File: src/rtl/tour_cmd_pkg.sv
// Shared types and constants for knight's-tour playback and command arbitration.
// Command word layout is {opcode, heading, squares}.
package tour_pkg;

    typedef enum logic [2:0] {
        ST_IDLE,
        ST_VERT,
        ST_WAIT_V,
        ST_HORZ,
        ST_WAIT_H
    } state_t;

    localparam logic [3:0] OP_MOVE    = 4'h2;
    localparam logic [3:0] OP_FANFARE = 4'h3;

    localparam logic [7:0] HDG_N = 8'h00;
    localparam logic [7:0] HDG_W = 8'h3F;
    localparam logic [7:0] HDG_S = 8'h7F;
    localparam logic [7:0] HDG_E = 8'hBF;

    localparam logic [7:0] RESP_ACK = 8'hA5;
    localparam logic [7:0] RESP_POS = 8'h5A;

    localparam int IDX_W = 5;

    typedef struct packed {
        logic [3:0] opcode;
        logic [7:0] heading;
        logic [3:0] squares;
    } cmd_t;

    function automatic cmd_t mk_cmd(input logic [3:0] op, input logic [7:0] hdg,
                                    input logic [3:0] sq);
        cmd_t c;
        c.opcode  = op;
        c.heading = hdg;
        c.squares = sq;
        return c;
    endfunction

endpackage

File: src/rtl/tour_cmd_if.sv
// Solver, UART and command-processor signals seen by the tour sequencer.
// master = sequencer side, slave = surrounding system.
interface tour_cmd_if;
    logic [7:0]  move;
    logic [4:0]  mv_indx;
    logic [15:0] cmd_UART;
    logic        cmd_rdy_UART;
    logic        clr_cmd_rdy_UART;
    logic [15:0] cmd;
    logic        cmd_rdy;
    logic        clr_cmd_rdy;
    logic        send_resp;
    logic [7:0]  resp;

    modport master (
        input  move, cmd_UART, cmd_rdy_UART, clr_cmd_rdy, send_resp,
        output mv_indx, clr_cmd_rdy_UART, cmd, cmd_rdy, resp
    );

    modport slave (
        output move, cmd_UART, cmd_rdy_UART, clr_cmd_rdy, send_resp,
        input  mv_indx, clr_cmd_rdy_UART, cmd, cmd_rdy, resp
    );
endinterface

File: src/rtl/tour_move_dec.sv
// One-hot knight move -> vertical leg (plain move) and horizontal leg (fanfare).
// Purely combinational; o_valid low for zero or multi-bit input.
module tour_move_dec
    import tour_pkg::*;
(
    input  logic [7:0]  i_move,
    output logic [15:0] o_vert_cmd,
    output logic [15:0] o_horz_cmd,
    output logic        o_valid
);

    logic [7:0] w_vhdg;
    logic [3:0] w_vsq;
    logic [7:0] w_hhdg;
    logic [3:0] w_hsq;
    logic       w_valid;

    always_comb begin
        w_vhdg  = HDG_N;
        w_vsq   = 4'd0;
        w_hhdg  = HDG_E;
        w_hsq   = 4'd0;
        w_valid = 1'b1;
        case (i_move)
            8'h01: begin w_vhdg = HDG_N; w_vsq = 4'd2; w_hhdg = HDG_W; w_hsq = 4'd1; end
            8'h02: begin w_vhdg = HDG_N; w_vsq = 4'd2; w_hhdg = HDG_E; w_hsq = 4'd1; end
            8'h04: begin w_vhdg = HDG_N; w_vsq = 4'd1; w_hhdg = HDG_W; w_hsq = 4'd2; end
            8'h08: begin w_vhdg = HDG_S; w_vsq = 4'd1; w_hhdg = HDG_W; w_hsq = 4'd2; end
            8'h10: begin w_vhdg = HDG_S; w_vsq = 4'd2; w_hhdg = HDG_W; w_hsq = 4'd1; end
            8'h20: begin w_vhdg = HDG_S; w_vsq = 4'd2; w_hhdg = HDG_E; w_hsq = 4'd1; end
            8'h40: begin w_vhdg = HDG_N; w_vsq = 4'd1; w_hhdg = HDG_E; w_hsq = 4'd2; end
            8'h80: begin w_vhdg = HDG_S; w_vsq = 4'd1; w_hhdg = HDG_E; w_hsq = 4'd2; end
            default: w_valid = 1'b0;
        endcase
    end

    assign o_vert_cmd = mk_cmd(OP_MOVE, w_vhdg, w_vsq);
    assign o_horz_cmd = mk_cmd(OP_FANFARE, w_hhdg, w_hsq);
    assign o_valid    = w_valid;

endmodule

File: src/rtl/tour_cmd.sv
// Plays back a solved knight's tour as vertical+horizontal legs, else passes UART commands through.
// cmd/cmd_rdy combinational from state; each leg held until clr_cmd_rdy, next leg after send_resp.
module tour_cmd
    import tour_pkg::*;
#(
    parameter int NUM_MOVES = 24
) (
    input  logic       clk,
    input  logic       rst_n,
    input  logic       start_tour,
    tour_cmd_if.master bus,
    output logic       tour_busy,
    output logic       tour_done,
    output logic       tour_err
);

    localparam logic [IDX_W-1:0] LAST_IDX = IDX_W'(NUM_MOVES - 1);

    state_t           r_state;
    state_t           w_nxt_state;
    logic [IDX_W-1:0] r_mv_indx;
    logic [IDX_W-1:0] w_nxt_indx;
    logic             r_tour_done;
    logic             r_tour_err;
    logic             w_done;
    logic             w_err;

    logic [15:0]      w_vert_cmd;
    logic [15:0]      w_horz_cmd;
    logic             w_valid;
    logic             w_last;

    logic [15:0]      w_cmd;
    logic             w_cmd_rdy;
    logic             w_clr_uart;
    logic [7:0]       w_resp;
    logic             w_busy;

    tour_move_dec u_dec (
        .i_move     (bus.move),
        .o_vert_cmd (w_vert_cmd),
        .o_horz_cmd (w_horz_cmd),
        .o_valid    (w_valid)
    );

    assign w_last = (r_mv_indx == LAST_IDX);

    always_ff @(posedge clk) begin
        if (!rst_n) begin
            r_state     <= ST_IDLE;
            r_mv_indx   <= '0;
            r_tour_done <= 1'b0;
            r_tour_err  <= 1'b0;
        end else begin
            r_state     <= w_nxt_state;
            r_mv_indx   <= w_nxt_indx;
            r_tour_done <= w_done;
            r_tour_err  <= w_err;
        end
    end

    always_comb begin
        w_nxt_state = r_state;
        w_nxt_indx  = r_mv_indx;
        w_done      = 1'b0;
        w_err       = 1'b0;
        w_cmd       = bus.cmd_UART;
        w_cmd_rdy   = bus.cmd_rdy_UART;
        w_clr_uart  = bus.clr_cmd_rdy;
        w_resp      = RESP_ACK;
        w_busy      = 1'b0;

        case (r_state)
            ST_IDLE: begin
                if (start_tour) begin
                    w_nxt_state = ST_VERT;
                    w_nxt_indx  = '0;
                end
            end
            ST_VERT: begin
                w_cmd      = w_vert_cmd;
                w_cmd_rdy  = w_valid;
                w_clr_uart = 1'b0;
                w_resp     = RESP_POS;
                w_busy     = 1'b1;
                // A corrupt solver entry aborts the tour before anything is issued
                if (!w_valid) begin
                    w_nxt_state = ST_IDLE;
                    w_nxt_indx  = '0;
                    w_err       = 1'b1;
                end else if (bus.clr_cmd_rdy) begin
                    w_nxt_state = ST_WAIT_V;
                end
            end
            ST_WAIT_V: begin
                w_cmd      = w_vert_cmd;
                w_cmd_rdy  = 1'b0;
                w_clr_uart = 1'b0;
                w_resp     = RESP_POS;
                w_busy     = 1'b1;
                if (bus.send_resp) begin
                    w_nxt_state = ST_HORZ;
                end
            end
            ST_HORZ: begin
                w_cmd      = w_horz_cmd;
                w_cmd_rdy  = 1'b1;
                w_clr_uart = 1'b0;
                w_resp     = RESP_POS;
                w_busy     = 1'b1;
                if (bus.clr_cmd_rdy) begin
                    w_nxt_state = ST_WAIT_H;
                end
            end
            ST_WAIT_H: begin
                w_cmd      = w_horz_cmd;
                w_cmd_rdy  = 1'b0;
                w_clr_uart = 1'b0;
                w_resp     = w_last ? RESP_ACK : RESP_POS;
                w_busy     = 1'b1;
                if (bus.send_resp) begin
                    if (w_last) begin
                        w_nxt_state = ST_IDLE;
                        w_nxt_indx  = '0;
                        w_done      = 1'b1;
                    end else begin
                        w_nxt_state = ST_VERT;
                        w_nxt_indx  = r_mv_indx + 1'b1;
                    end
                end
            end
            default: begin
                w_nxt_state = ST_IDLE;
                w_nxt_indx  = '0;
            end
        endcase
    end

    assign bus.mv_indx          = r_mv_indx;
    assign bus.cmd              = w_cmd;
    assign bus.cmd_rdy          = w_cmd_rdy;
    assign bus.clr_cmd_rdy_UART = w_clr_uart;
    assign bus.resp             = w_resp;
    assign tour_busy            = w_busy;
    assign tour_done            = r_tour_done;
    assign tour_err             = r_tour_err;

endmodule

File: src/flat_wrapper.sv
// flat-port wrapper written by rule: the top's interface ports become plain ports
module tour_cmd_flat import tour_pkg::*;
#(
    parameter int NUM_MOVES = 24
)
  (clk, rst_n, start_tour, tour_busy, tour_done, tour_err, bus_move, bus_cmd_UART, bus_cmd_rdy_UART, bus_clr_cmd_rdy, bus_send_resp, bus_mv_indx, bus_clr_cmd_rdy_UART, bus_cmd, bus_cmd_rdy, bus_resp);
  tour_cmd_if bus_i ();
  input  logic clk;
  input  logic rst_n;
  input  logic start_tour;
  output logic tour_busy;
  output logic tour_done;
  output logic tour_err;
  input wire logic [$bits(bus_i.move)-1:0] bus_move;
  input wire logic [$bits(bus_i.cmd_UART)-1:0] bus_cmd_UART;
  input wire logic [$bits(bus_i.cmd_rdy_UART)-1:0] bus_cmd_rdy_UART;
  input wire logic [$bits(bus_i.clr_cmd_rdy)-1:0] bus_clr_cmd_rdy;
  input wire logic [$bits(bus_i.send_resp)-1:0] bus_send_resp;
  output wire logic [$bits(bus_i.mv_indx)-1:0] bus_mv_indx;
  output wire logic [$bits(bus_i.clr_cmd_rdy_UART)-1:0] bus_clr_cmd_rdy_UART;
  output wire logic [$bits(bus_i.cmd)-1:0] bus_cmd;
  output wire logic [$bits(bus_i.cmd_rdy)-1:0] bus_cmd_rdy;
  output wire logic [$bits(bus_i.resp)-1:0] bus_resp;
  assign bus_i.move = bus_move;
  assign bus_i.cmd_UART = bus_cmd_UART;
  assign bus_i.cmd_rdy_UART = bus_cmd_rdy_UART;
  assign bus_i.clr_cmd_rdy = bus_clr_cmd_rdy;
  assign bus_i.send_resp = bus_send_resp;
  assign bus_mv_indx = bus_i.mv_indx;
  assign bus_clr_cmd_rdy_UART = bus_i.clr_cmd_rdy_UART;
  assign bus_cmd = bus_i.cmd;
  assign bus_cmd_rdy = bus_i.cmd_rdy;
  assign bus_resp = bus_i.resp;
  tour_cmd #(.NUM_MOVES(NUM_MOVES)) u_core (.clk(clk), .rst_n(rst_n), .start_tour(start_tour), .bus(bus_i), .tour_busy(tour_busy), .tour_done(tour_done), .tour_err(tour_err));
endmodule
File: config.mk
export PLATFORM = sky130hd
export DESIGN_NAME = tour_cmd_flat
export DESIGN_NICKNAME = d
export VERILOG_FILES = /design/src/rtl/tour_cmd_pkg.sv /design/src/rtl/tour_cmd_if.sv /design/src/rtl/tour_move_dec.sv /design/src/rtl/tour_cmd.sv /design/src/flat_wrapper.sv
export SDC_FILE = /design/constraint.sdc
export NUM_CORES = 1
export LEC_CHECK = 0
export BUFFER_PORTS_ARGS = -buffer_cell sky130_fd_sc_hd__buf_2
export CORE_MARGIN = 1
export CORE_UTILIZATION = 41
export CTS_CLUSTER_DIAMETER = 80
export DETAILED_ROUTE_END_ITERATION = 6
export PLACE_DENSITY = 0.84
export SYNTH_ARGS = -nofsm -noshare
export SYNTH_HDL_FRONTEND = slang
export SYNTH_SLANG_ARGS = --single-unit
File: constraint.sdc
create_clock -name clk -period 2.35 [get_ports clk]
set_input_delay 0.47 -clock clk [delete_from_list [all_inputs] [get_ports clk]]
set_output_delay 0.47 -clock clk [all_outputs]
set_load 0.03 [all_outputs]
### After elaboration in Yosys (flattened, before gate mapping)

Cells that the tools add are included.

| storage, ports and cells | value |
|---|---|
| output and inout bits | 34 |
| register bits | 10 |
| input port bits | 30 |

| cells by class | value |
|---|---|
| bitwise gates (word level) | 1 |
| reduce and logical (&&, ||, !) cells | 16 |
| muxes and demuxes | 26 |
| equal/unequal tests | 19 |
| add/sub/neg operators | 1 |

Operators with widths:

| cell | number |
|---|---|
| $pmux W16 S2 | 1 |
| $mux W5 | 4 |
| $pmux W5 S4 | 1 |
| $reduce_or A4 Y1 | 5 |
| $mux W3 | 6 |
| $mux W8 | 2 |
| $pmux W8 S2 | 1 |
| $pmux W3 S5 | 1 |
| $ne A2 B2 Y1 const B | 5 |
| $eq A8 B1 Y1 const B | 1 |
| $eq A8 B2 Y1 const B | 1 |
| $eq A8 B3 Y1 const B | 1 |
| $eq A8 B4 Y1 const B | 1 |
| $eq A8 B5 Y1 const B | 1 |
| $eq A8 B6 Y1 const B | 1 |
| $eq A8 B7 Y1 const B | 1 |
| $eq A8 B8 Y1 const B | 1 |
| $pmux W2 S2 | 2 |
| $reduce_or A2 Y1 | 4 |
| $reduce_or A8 Y1 | 1 |
| $mux W7 | 1 |
| $eq A3 B2 Y1 const B | 2 |
| $mux W1 | 6 |
| $add A5 B1 Y5 const B | 1 |
| other kinds (12) | 12 |

### Depth between registers and ports, before layout

Gate-level depths: netlist of the first run.

| logic depth | value |
|---|---|
| depth in word-level cells | 5 |
| depth in mapped cells | 8 |
| gate-level depth less buffers | 6 |

### Modules after synthesis

From an unflattened synthesis of the first run, not the netlist that was laid out.

| unflattened totals | value |
|---|---|
| cells, all modules | 175 |
| area, all modules | 1,443.9 um2 |

Modules (own cells, without submodules):

| module | cells an instance | times used | seq. area each (um2) | area each (um2) |
|---|---|---|---|---|
| tour_cmd | 118 | 1 | 200.2 | 1,027.2 |
| tour_move_dec | 57 | 1 | 0.0 | 416.6 |

### Worst setup path before layout of the first run

OpenSTA, ideal clock, no wires.

| timing path | value |
|---|---|
| path kind | input to output |
| from | in bus_move[5] |
| to | out bus_cmd_rdy |
| slack | -0.871 ns |
| cell stages on the path | 4 |
| data required time | 1.880 ns |
| data arrival time | 2.751 ns |
| path buffers | 1 |
| cell sequence | buf_4 nor4_2 a2bb2oi_2 a2111oi_0 |

| between the ends | value |
|---|---|
| word-level cells in the longest chain between the ends | 4 |
| elaborated cells on any way between the ends | 11 |
| classes of those cells | 8 x eq/ne; 2 x mux; 1 x reduce/logical |

Ends and longest elaborated chain:

| item | RTL line | text |
|---|---|---|
| from (decl) | flat_wrapper.sv:14 | `input wire logic [$bits(bus_i.move)-1:0] bus_move;` |
| $eq A8 B8 Y1 (tied with other cells) | tour_move_dec.sv:24 | `case (i_move)` |
| $reduce_or A8 Y1 (no source line) (*) | - |  |
| $mux W1 (*) | tour_move_dec.sv:24 |  |
| $pmux W1 S3 (*) | tour_cmd.sv:73 | `case (r_state)` |
| to (decl) | flat_wrapper.sv:22 | `output wire logic [$bits(bus_i.cmd_rdy)-1:0] bus_cmd_rdy;` |

Every way passes the cells marked *; elsewhere a longest branch is shown, timed or not.

### Worst setup path after layout of the first run

| timing path | value |
|---|---|
| from | in bus_move[7] |
| to | out bus_cmd[7] |

| between the ends | value |
|---|---|
| word-level cells in the longest chain between the ends | 4 |
| elaborated cells on any way between the ends | 7 |
| classes of those cells | 4 x eq/ne; 2 x mux; 1 x reduce/logical |

Ends and longest elaborated chain:

| item | RTL line | text |
|---|---|---|
| $eq A8 B8 Y1 (tied with other cells) | tour_move_dec.sv:24 |  |
| $reduce_or A4 Y1 (no source line) (*) | - |  |
| $mux W7 (*) | tour_move_dec.sv:24 |  |
| $pmux W16 S2 (*) | tour_cmd.sv:73 |  |
| to (decl) | flat_wrapper.sv:21 | `output wire logic [$bits(bus_i.cmd)-1:0] bus_cmd;` |

Marks and branches as above.

==> flow_summary.toml, run 1 <==
[status]
status = "finished, violations left"
failed_checks = "DRC, setup timing"

[placed_design]
gp_congestion = 0.890
dpl_cell_area_um2 = 1720
dp_hpwl_mm = 2.99
pre_cts_ws_ns = -0.0902
io_buffers = 63

[floorplanning]
dieArea_um2 = 3370
io_pins = 64
start_util = 0.448
die_w_um = 58.1
core_area_um2 = 2880
std_cell_rows = 19
die_h_um = 58.1

[synthesis]
ys_ff_latch = 10
yosys.area.top_type = "dfxtp_1"
postSynthCellCount = 185
yosysWarnings = 0
syn_area_per_cell_um2 = 6.97
async_flop_share = 0
yosysSeqAreaShare = 0.155
syn_nets = 216
synth.area.top_cells = "dfxtp_1, o21ai_0, nor2_1, a211oi_1, nand2_1"
synth_edf_count = 0
synth-main-ff-cell = "dfxtp_1"
syn_area_um2 = 1290
synth_top_area_frac = 0.155
synth.distinct_cells = 51

[drt]
via_count = 1665
drt_wl_total_mm = 3.84
met2_length_mm = 1.88
drt-wirelength-per-cell_um = 13.2
met3_length_um = 307
dr.pass1.iters = 7
wl_met1_mm = 1.64
top_layer = "met4"
drc_errors = 6
drtIter0Drc = 105
vias_per_cell = 5.72
detail-route-antenna-nets = 0

[power]
cellPowerDensity_nw_per_um2 = 372
ir_worst_vdd_mv = 0.222
leakagePower_uw = 0.000822
p_total_uw = 708

[clocking]
clkSlewWorstSetupHoldPaths_ns = 0.06
cts_buffers = 3
cts.sinks = 10
clockBufferDepth = 2
clk_latency_ns = 0.28
root_buffer = "clkbuf_4"
h-tree-depth = 1
cts_hold_buf = 0
cts_tree = "done"

[timing]
maxSlewViolCount = 0
fin_ws_ns = -0.0141
setup_viol = 1
clock.fmax_ghz = 0.423
worstMarginPinSlew_ns = 0.396
period_needed_ns = 2.36
slew-limit-headroom = 0.736
finalHoldViolations = 0
rsz0062_at_grt = "yes"
finalCritPeriodShare = 1.01
skew_ns = 0.00631
hold_ws_ns = 0.486

[global_route]
antenna_found_initial = 0
grt_pass1_wl_mm = 6.22
grtUsageTotal = 0.230
grt-ovfl-total = 0
grt_pass1_vias = 1483
grt_max_degree = 23

[setup_path]
startpoint_type = "input port"
cp_cell_sequence = "buf_12 -> o31a_1 -> o31ai_4 -> o21ai_1 -> a211oi_2 -> buf_4"
cp_max_fo = 6
crit_type = "input port to output port"
cp_slowest_cell = "o31ai_4"
reg2reg_from = "u_core.r_state[2]"
cp.required_ns = 1.88
crit_path_max_incr_delay_ns = 0.44
critPathArrivalTime_ns = 1.89
end_kind = "output port"
rr_endpoint = "u_core.bus.mv_indx[4]"
reg2regPathDepth = 6
ff2ff_setup_slack_ns = 0.62

[finish]
area_growth_pct = 47.6
post-route-util = 0.661
num-fill-cells = 243
layout.nets = 281
stdcell_area_um2 = 1900
drive_gt1_frac = 0.482
insertedDiodeCount = 0

[hold_path]
worstHoldEndpoint = "u_core.tour_done"
min_path_cells = 3
hp-class = "input port to flop"
worstHoldStart = "rst_n"

[job]
cap_violations = 0
[synthesized netlist by cell type, types with 5 or more instances]
cell       n
nor2b_1    8
dfxtp_1   10
inv_1      5
a211oi_1   8
nand3_1    6
a21oi_1    5
nand2_1   15
nor3_1     6
nor2_1    24
buf_4      7
clkbuf_1   5
o21ai_0   21
[how the worst max path moves through the flow]
stage / from / endpoint / slack, ns
4_1_cts: bus_move[4] / bus_cmd[5] / -0.003
5_1_grt: bus_move[7] / bus_cmd[7] / -0.08
6_report: bus_move[7] / bus_cmd[7] / -0.01
3_3_place_gp: bus_move[4] / bus_cmd[1] / -0.02
2_1_floorplan: bus_move[5] / bus_cmd_rdy / -0.08
3_5_place_dp: bus_move[4] / bus_cmd[1] / -0.09
[final cells by class]
cell class	count	area [um2]	share of cell area
tap	42	52.6	0.0276
clock buffer	4	36.3	0.0191
timing repair buffer	78	485	0.255
inverter	5	18.8	0.00987
multi-input combinational	152	1100	0.580
sequential	10	205	0.108
[metal layers]
layer | GRT usage | vias up
met2 | 0.402 | 79
met3 | 0.0424 | 4
met4 | 0.0510 | 0
met1 | 0.293 | 767
li1 | - | 815
met5 | 0 | -
[state kept, by name, indices dropped and copies added, names as in the netlist]
register and flops:
u_core.bus.mv_indx 5, u_core.r_state 3, u_core.tour_done 1, u_core.tour_err 1
[kinds of logic (layout without fill, tap and decap cells)]
family / after synthesis / after routing / share of synthesized area
and+or+nand+nor: 81 / 81 / 0.337
xor gates and xnor gates: 5 / 5 / 0.0340
DFF: 10 / 10 / 0.155
buffers and inverters: 23 / 87 / 0.103
AOI/OAI and AO/OA: 65 / 65 / 0.361
adders and majority gates: 1 / 1 / 0.00971
[per-stage QoR]
stage / TNS [ns] / instances
2_1_floorplan: -0.104 / 185
3_3_place_gp: -0.0279 / 287
3_5_place_dp: -0.391 / 287
4_1_cts: -0.00372 / 291
5_1_grt: -0.294 / 291
6_report: -0.0141 / 291
[what timing repair did]
| action | in CTS | in global routing |
|---|---|---|
| pin swaps | 2 | 10 |
| endpoints found under the setup margin | 13 | 15 |
| buffers inserted | 0 | 0 |
| gates cloned | 0 | 0 |
| gates resized for setup | 11 | 34 |
[power by group]
| part | switching, uW | internal [uW] | leakage, uW |
|---|---|---|---|
| registers | 3.58 | 172 | 0.0000830 |
| logic | 230 | 142 | 0.000718 |
| clock network | 65.8 | 94.3 | 0.0000210 |
| total | 300 | 409 | 0.000822 |
[layout by cell type, fill, tap and decap left out, types with 3 or more instances in the layout]
cell type / netlist / layout
a211oi_2: 2 / 8
a21oi_1: 5 / 5
a31oi_1: 4 / 4
buf_2: 4 / 51
buf_4: 7 / 22
clkbuf_4: 0 / 4
dfxtp_1: 10 / 6
dfxtp_2: 0 / 4
inv_1: 5 / 5
nand2_1: 15 / 14
nand2b_1: 4 / 4
nand3_1: 6 / 6
nor2_1: 24 / 22
nor2b_1: 8 / 8
nor3_1: 6 / 5
nor4b_2: 2 / 5
o21ai_0: 21 / 11
o21ai_1: 2 / 9
o21ai_2: 0 / 3
[worst max-delay path, delay by kind of cell]
family	cells	cell delay [ns]
compound gates	4	1.11
buf+inv	2	0.30
Power figures use the tool's default switching activity.
==> run 2, diff against run 1 <==
==> constraint.sdc (replaced) <==
create_clock -name clk -period 2.9 [get_ports clk]
set_input_delay 0.58 -clock clk [delete_from_list [all_inputs] [get_ports clk]]
set_output_delay 0.58 -clock clk [all_outputs]
set_load 0.03 [all_outputs]
==> run 2 against run 1 <==
Effect of this change:
- die area stayed put
- register-to-register slack better by 0.51 ns
- largest cell class unchanged
- the flow finishes with violations (DRC)
- design area is 13% lower
==> flow_summary.toml, run 2 (same netlist as run 1, synthesis figures left out) <==
[finish]
num-fill-cells = 276
post_layout_nonfiller_instances = 283
layout_commonest_cell = "buf_2"
drive_gt1_frac = 0.353
layout.nets = 273
area_growth_pct = 28.6
final_cell_mix = "buf_2, nor2_1, o21ai_0, nand2_1, dfxtp_1"
largest_register_ff_count = 5
insertedDiodeCount = 0

[timing]
setup_tns_ns = 0
maxSlewViolCount = 0
finalHoldViolations = 0
fin_ws_ns = 0.189
worstMarginPinSlew_ns = 0.660
setup_viol = 0
finalCritPeriodShare = 0.935
skew_ns = 0.00156
clock.fmax_ghz = 0.369
period_needed_ns = 2.71
slew-limit-headroom = 0.557

[global_route]
grt_max_degree = 26
grtUsageTotal = 0.208
antenna_found_initial = 0
grt-ovfl-total = 0
grt_pass1_vias = 1299
grt_pass1_wl_mm = 5.64

[drt]
drt-wirelength-per-cell_um = 12.5
dr.pass1.iters = 6
vias_per_cell = 5.52
drtIter0Drc = 97
drc_errors = 5
via_count = 1563
detail-route-antenna-nets = 0
drt_wl_total_mm = 3.54

[placed_design]
gp_congestion = 0.808
pre_cts_ws_ns = 0.123
dp.cells = 279
dp_hpwl_mm = 2.66
io_buffers = 63

[power]
leakagePower_uw = 0.000729
p_clk_frac = 0.239
comb_power_share = 0.490
internal-power_uw = 302
ir_worst_vdd_mv = 0.266
p_seq_frac = 0.271
p_switching_uw = 225
sw_frac_of_total = 0.427
cellPowerDensity_nw_per_um2 = 318

[setup_path]
startpoint_type = "input port"
critPathArrivalTime_ns = 2.13
reg2regPathDepth = 6
cp_max_fo = 10
crit_type = "input port to output port"
cp.required_ns = 2.32
end_kind = "output port"

[floorplanning]
std_cell_rows = 19
die_h_um = 58.1
die_w_um = 58.1
dieArea_um2 = 3370
io_pins = 64
core_area_um2 = 2880
start_util = 0.448

[clocking]
clockBufferDepth = 2
root_buffer = "clkbuf_4"
cts_tree = "done"
cts.sinks = 10
clk_latency_ns = 0.27
cts_hold_buf = 0
clkSlewWorstSetupHoldPaths_ns = 0.07
cts_buffers = 3
h-tree-depth = 1

[job]
cap_violations = 0

[status]
status = "finished, violations left"
failed_checks = "DRC"

[hold_path]
min_path_cells = 3
hp-class = "input port to flop"
-- run 2: cell types whose count changed in the layout (fill, tap and decap cells not counted), sizes merged --
cell and delta:
clkbuf -1, buf -7
-- run 2: area by class of cell --
cell class	instances	area, um2	area share
clock buffers	4	36.3	0.0219
repair buffers	70	370	0.223
flip-flops and latches	10	200	0.121
inverters	5	18.8	0.0113
multi-input cells	152	980	0.591
well taps	42	52.6	0.0317
-- run 2: worst max-delay path, cell delays in order --
cell and delay [ns]:
buf_2 0.23, xor2_1 0.22, a211oi_2 0.15, o31ai_4 0.32
o21ai_0 0.13, a211oi_1 0.29, buf_4 0.21
-- run 2: power by group through the flow --
stage	combinational [uW]	sequential [uW]	clock, uW
6_report	258	143	126
5_1_grt	277	143	139
4_1_cts	253	143	129
3_5_place_dp	252	146	0
3_3_place_gp	249	146	0
2_1_floorplan	187	145	0
-- run 2: layer usage --
layer	track usage	vias to the layer above	routed length (um)
met4	0.0374	0	22
met5	0	-	0
met3	0.0446	4	225
met2	0.351	64	1620
met1	0.274	699	1670
li1	-	796	-
-- run 2: worst paths after layout --
| check | startpoint | to | slack [ns] |
|---|---|---|---|
| max reg2reg | u_core.r_state[2] | u_core.bus.mv_indx[4] | 1.13 |
| min reg2reg | u_core.bus.mv_indx[4] | u_core.bus.mv_indx[4] | 0.59 |
| min | rst_n | u_core.tour_done | 0.59 |
| max | bus_move[4] | bus_cmd[5] | 0.19 |
-- run 2: repair_timing --
action / CTS / global route
gates resized for setup: 0 / 3
endpoints found under the setup margin: 0 / 5
setup buffers: 0 / 0
-- run 2: metrics by stage --
| stage | area (um2) | hold WS [ns] | total power, uW | util |
|---|---|---|---|---|
| floorplan | 1290 | 0.677 | 332 | - |
| global placement | 1600 | 0.574 | 395 | 0.557 |
| detailed placement | 1600 | 0.580 | 398 | 0.557 |
| CTS | 1640 | 0.577 | 525 | 0.569 |
| global route | 1660 | 0.567 | 560 | 0.576 |
| finish | 1660 | 0.587 | 527 | 0.576 |
==> run 3, diff against run 2 <==
--- a/config.mk
+++ b/config.mk
@@ -7,10 +7,10 @@
 export LEC_CHECK = 0
 export BUFFER_PORTS_ARGS = -buffer_cell sky130_fd_sc_hd__buf_2
 export CORE_MARGIN = 1
-export CORE_UTILIZATION = 41
+export CORE_UTILIZATION = 45
 export CTS_CLUSTER_DIAMETER = 80
 export DETAILED_ROUTE_END_ITERATION = 6
-export PLACE_DENSITY = 0.84
+export PLACE_DENSITY = 0.9
 export SYNTH_ARGS = -nofsm -noshare
 export SYNTH_HDL_FRONTEND = slang
 export SYNTH_SLANG_ARGS = --single-unit
==> run 3 against run 2 <==
Effect of this change:
- the run now ends clean
- critical path depth unchanged
- count of clock-buffer cells in the layout fell by 1
- final cell count decreased by 4.6%
- hold slack gained 0.00097 ns
- first-iteration DRC count is 46% lower
- critical endpoint is now bus_cmd[8]
==> flow_summary.toml, run 3 (same netlist as run 1, synthesis figures left out) <==
[status]
status = "completed"

[hold_path]
worstHoldEndpoint = "u_core.bus.mv_indx[4]"
worstHoldStart = "u_core.bus.mv_indx[4]"
hp-class = "flop to flop"
min_path_cells = 1

[placed_design]
dp_hpwl_mm = 2.66
io_buffers = 63
gp_congestion = 0.855
dp.cells = 267

[timing]
maxSlewViolCount = 0
setup_tns_ns = 0
slew-limit-headroom = 0.603
setup_viol = 0
clock.fmax_ghz = 0.362
finalCritPeriodShare = 0.952
worstMarginPinSlew_ns = 0.593
finalHoldViolations = 0
period_needed_ns = 2.76
skew_ns = 0.00371
rsz0062_at_grt = "no"
hold_ws_ns = 0.588

[job]
cap_violations = 0

[finish]
area_growth_pct = 25.0
multi_input_area_um2 = 971
insertedDiodeCount = 0
layout_commonest_cell = "buf_2"
num-fill-cells = 283
post_layout_nonfiller_instances = 270
layout.nets = 272
drive_gt1_frac = 0.347
final-seq-area_um2 = 200
final_cell_mix = "buf_2, nor2_1, o21ai_0, nand2_1, dfxtp_1"
largest_register_ff_count = 5

[power]
cellPowerDensity_nw_per_um2 = 306
leakagePower_uw = 0.000716
ir_worst_vdd_mv = 0.231

[setup_path]
cp_max_fo = 10
cp.required_ns = 2.32
rr_endpoint = "u_core.bus.mv_indx[4]"
crit_path_max_incr_delay_ns = 0.37
ff2ff_setup_slack_ns = 1.10
crit_type = "input port to output port"
end_kind = "output port"
startpoint_type = "input port"
critPathArrivalTime_ns = 2.18
reg2reg_from = "u_core.r_state[2]"
worst_path_most_repeated_cell = "buf_2"
crit_family = "compound AO/OA/AOI/OAI gates"
cp_slowest_cell = "o31ai_2"
reg2regPathDepth = 6
crit_buf_inv = 2
cp_cell_sequence = "buf_2 -> xor2_1 -> a211oi_2 -> o31ai_2 -> o21ai_0 -> a211oi_1 -> buf_2"

[drt]
drt-wirelength-per-cell_um = 12.9
vias_per_cell = 5.97
dr.pass1.iters = 4
detail-route-antenna-nets = 0
drc_errors = 0
drtIter0Drc = 52
drt_wl_total_mm = 3.48
via_count = 1612

[clocking]
cts_buffers = 3
cts_tree = "done"
clk_latency_ns = 0.27
root_buffer = "clkbuf_4"
h-tree-depth = 1
cts_hold_buf = 0
cts.sinks = 10
clkSlewWorstSetupHoldPaths_ns = 0.06
clockBufferDepth = 2

[floorplanning]
std_cell_rows = 19
io_pins = 64
core_area_um2 = 2730
start_util = 0.471
die_w_um = 55.5
dieArea_um2 = 3080
die_h_um = 55.5

[global_route]
antenna_found_initial = 0
grt_pass1_wl_mm = 5.84
grtUsageTotal = 0.228
grt_pass1_vias = 1320
grt_max_degree = 26
grt-ovfl-total = 0
## run 3: worst max path at each step
stage / endpoint / slack [ns] / start / cells after the start
after floorplan: bus_cmd[4] / 0.02 / bus_move[5] / 5
after global placement: bus_cmd[5] / 0.21 / bus_move[4] / 7
after detailed placement: bus_cmd[8] / 0.17 / bus_move[4] / 7
after CTS: bus_cmd[8] / 0.17 / bus_move[4] / 7
after global routing: bus_cmd[8] / 0.06 / bus_move[4] / 7
final: bus_cmd[8] / 0.14 / bus_move[4] / 7
## run 3: final cells by class
| cell class | count | area share |
|---|---|---|
| clock buffer | 3 | 0.0140 |
| inverter | 5 | 0.0116 |
| multi-input combinational | 152 | 0.602 |
| sequential | 10 | 0.124 |
| tap | 31 | 0.0241 |
| timing repair buffer | 69 | 0.224 |
## run 3: repair_timing
action / CTS / global route
gates resized for setup: 0 / 1
setup buffers: 0 / 0
endpoints found under the setup margin: 0 / 2
## run 3: power breakdown
part           switching, uW  internal (uW)  total [uW]  leakage, uW
Sequential              2.35            140         142    0.0000809
Combinational            171           84.4         255     0.000621
Clock                   47.6           48.0        95.6    0.0000138
## run 3: per-layer routing
| layer | vias to the layer above | routed length [um] | track usage |
|---|---|---|---|
| met2 | 90 | 1680 | 0.392 |
| met3 | 5 | 254 | 0.0304 |
| li1 | 795 | - | - |
| met1 | 722 | 1510 | 0.298 |
| met4 | 0 | 31 | 0.0607 |
| met5 | - | 0 | 0 |
## run 3: stage by stage
step / total power [uW] / area (um2) / util / setup slack (ns)
CTS: 489 / 1600 / 0.586 / 0.170
detailed placement: 397 / 1580 / 0.578 / 0.174
global placement: 393 / 1580 / 0.578 / 0.210
global route: 519 / 1610 / 0.589 / 0.0638
finish: 493 / 1610 / 0.589 / 0.139
floorplan: 332 / 1290 / - / 0.0187
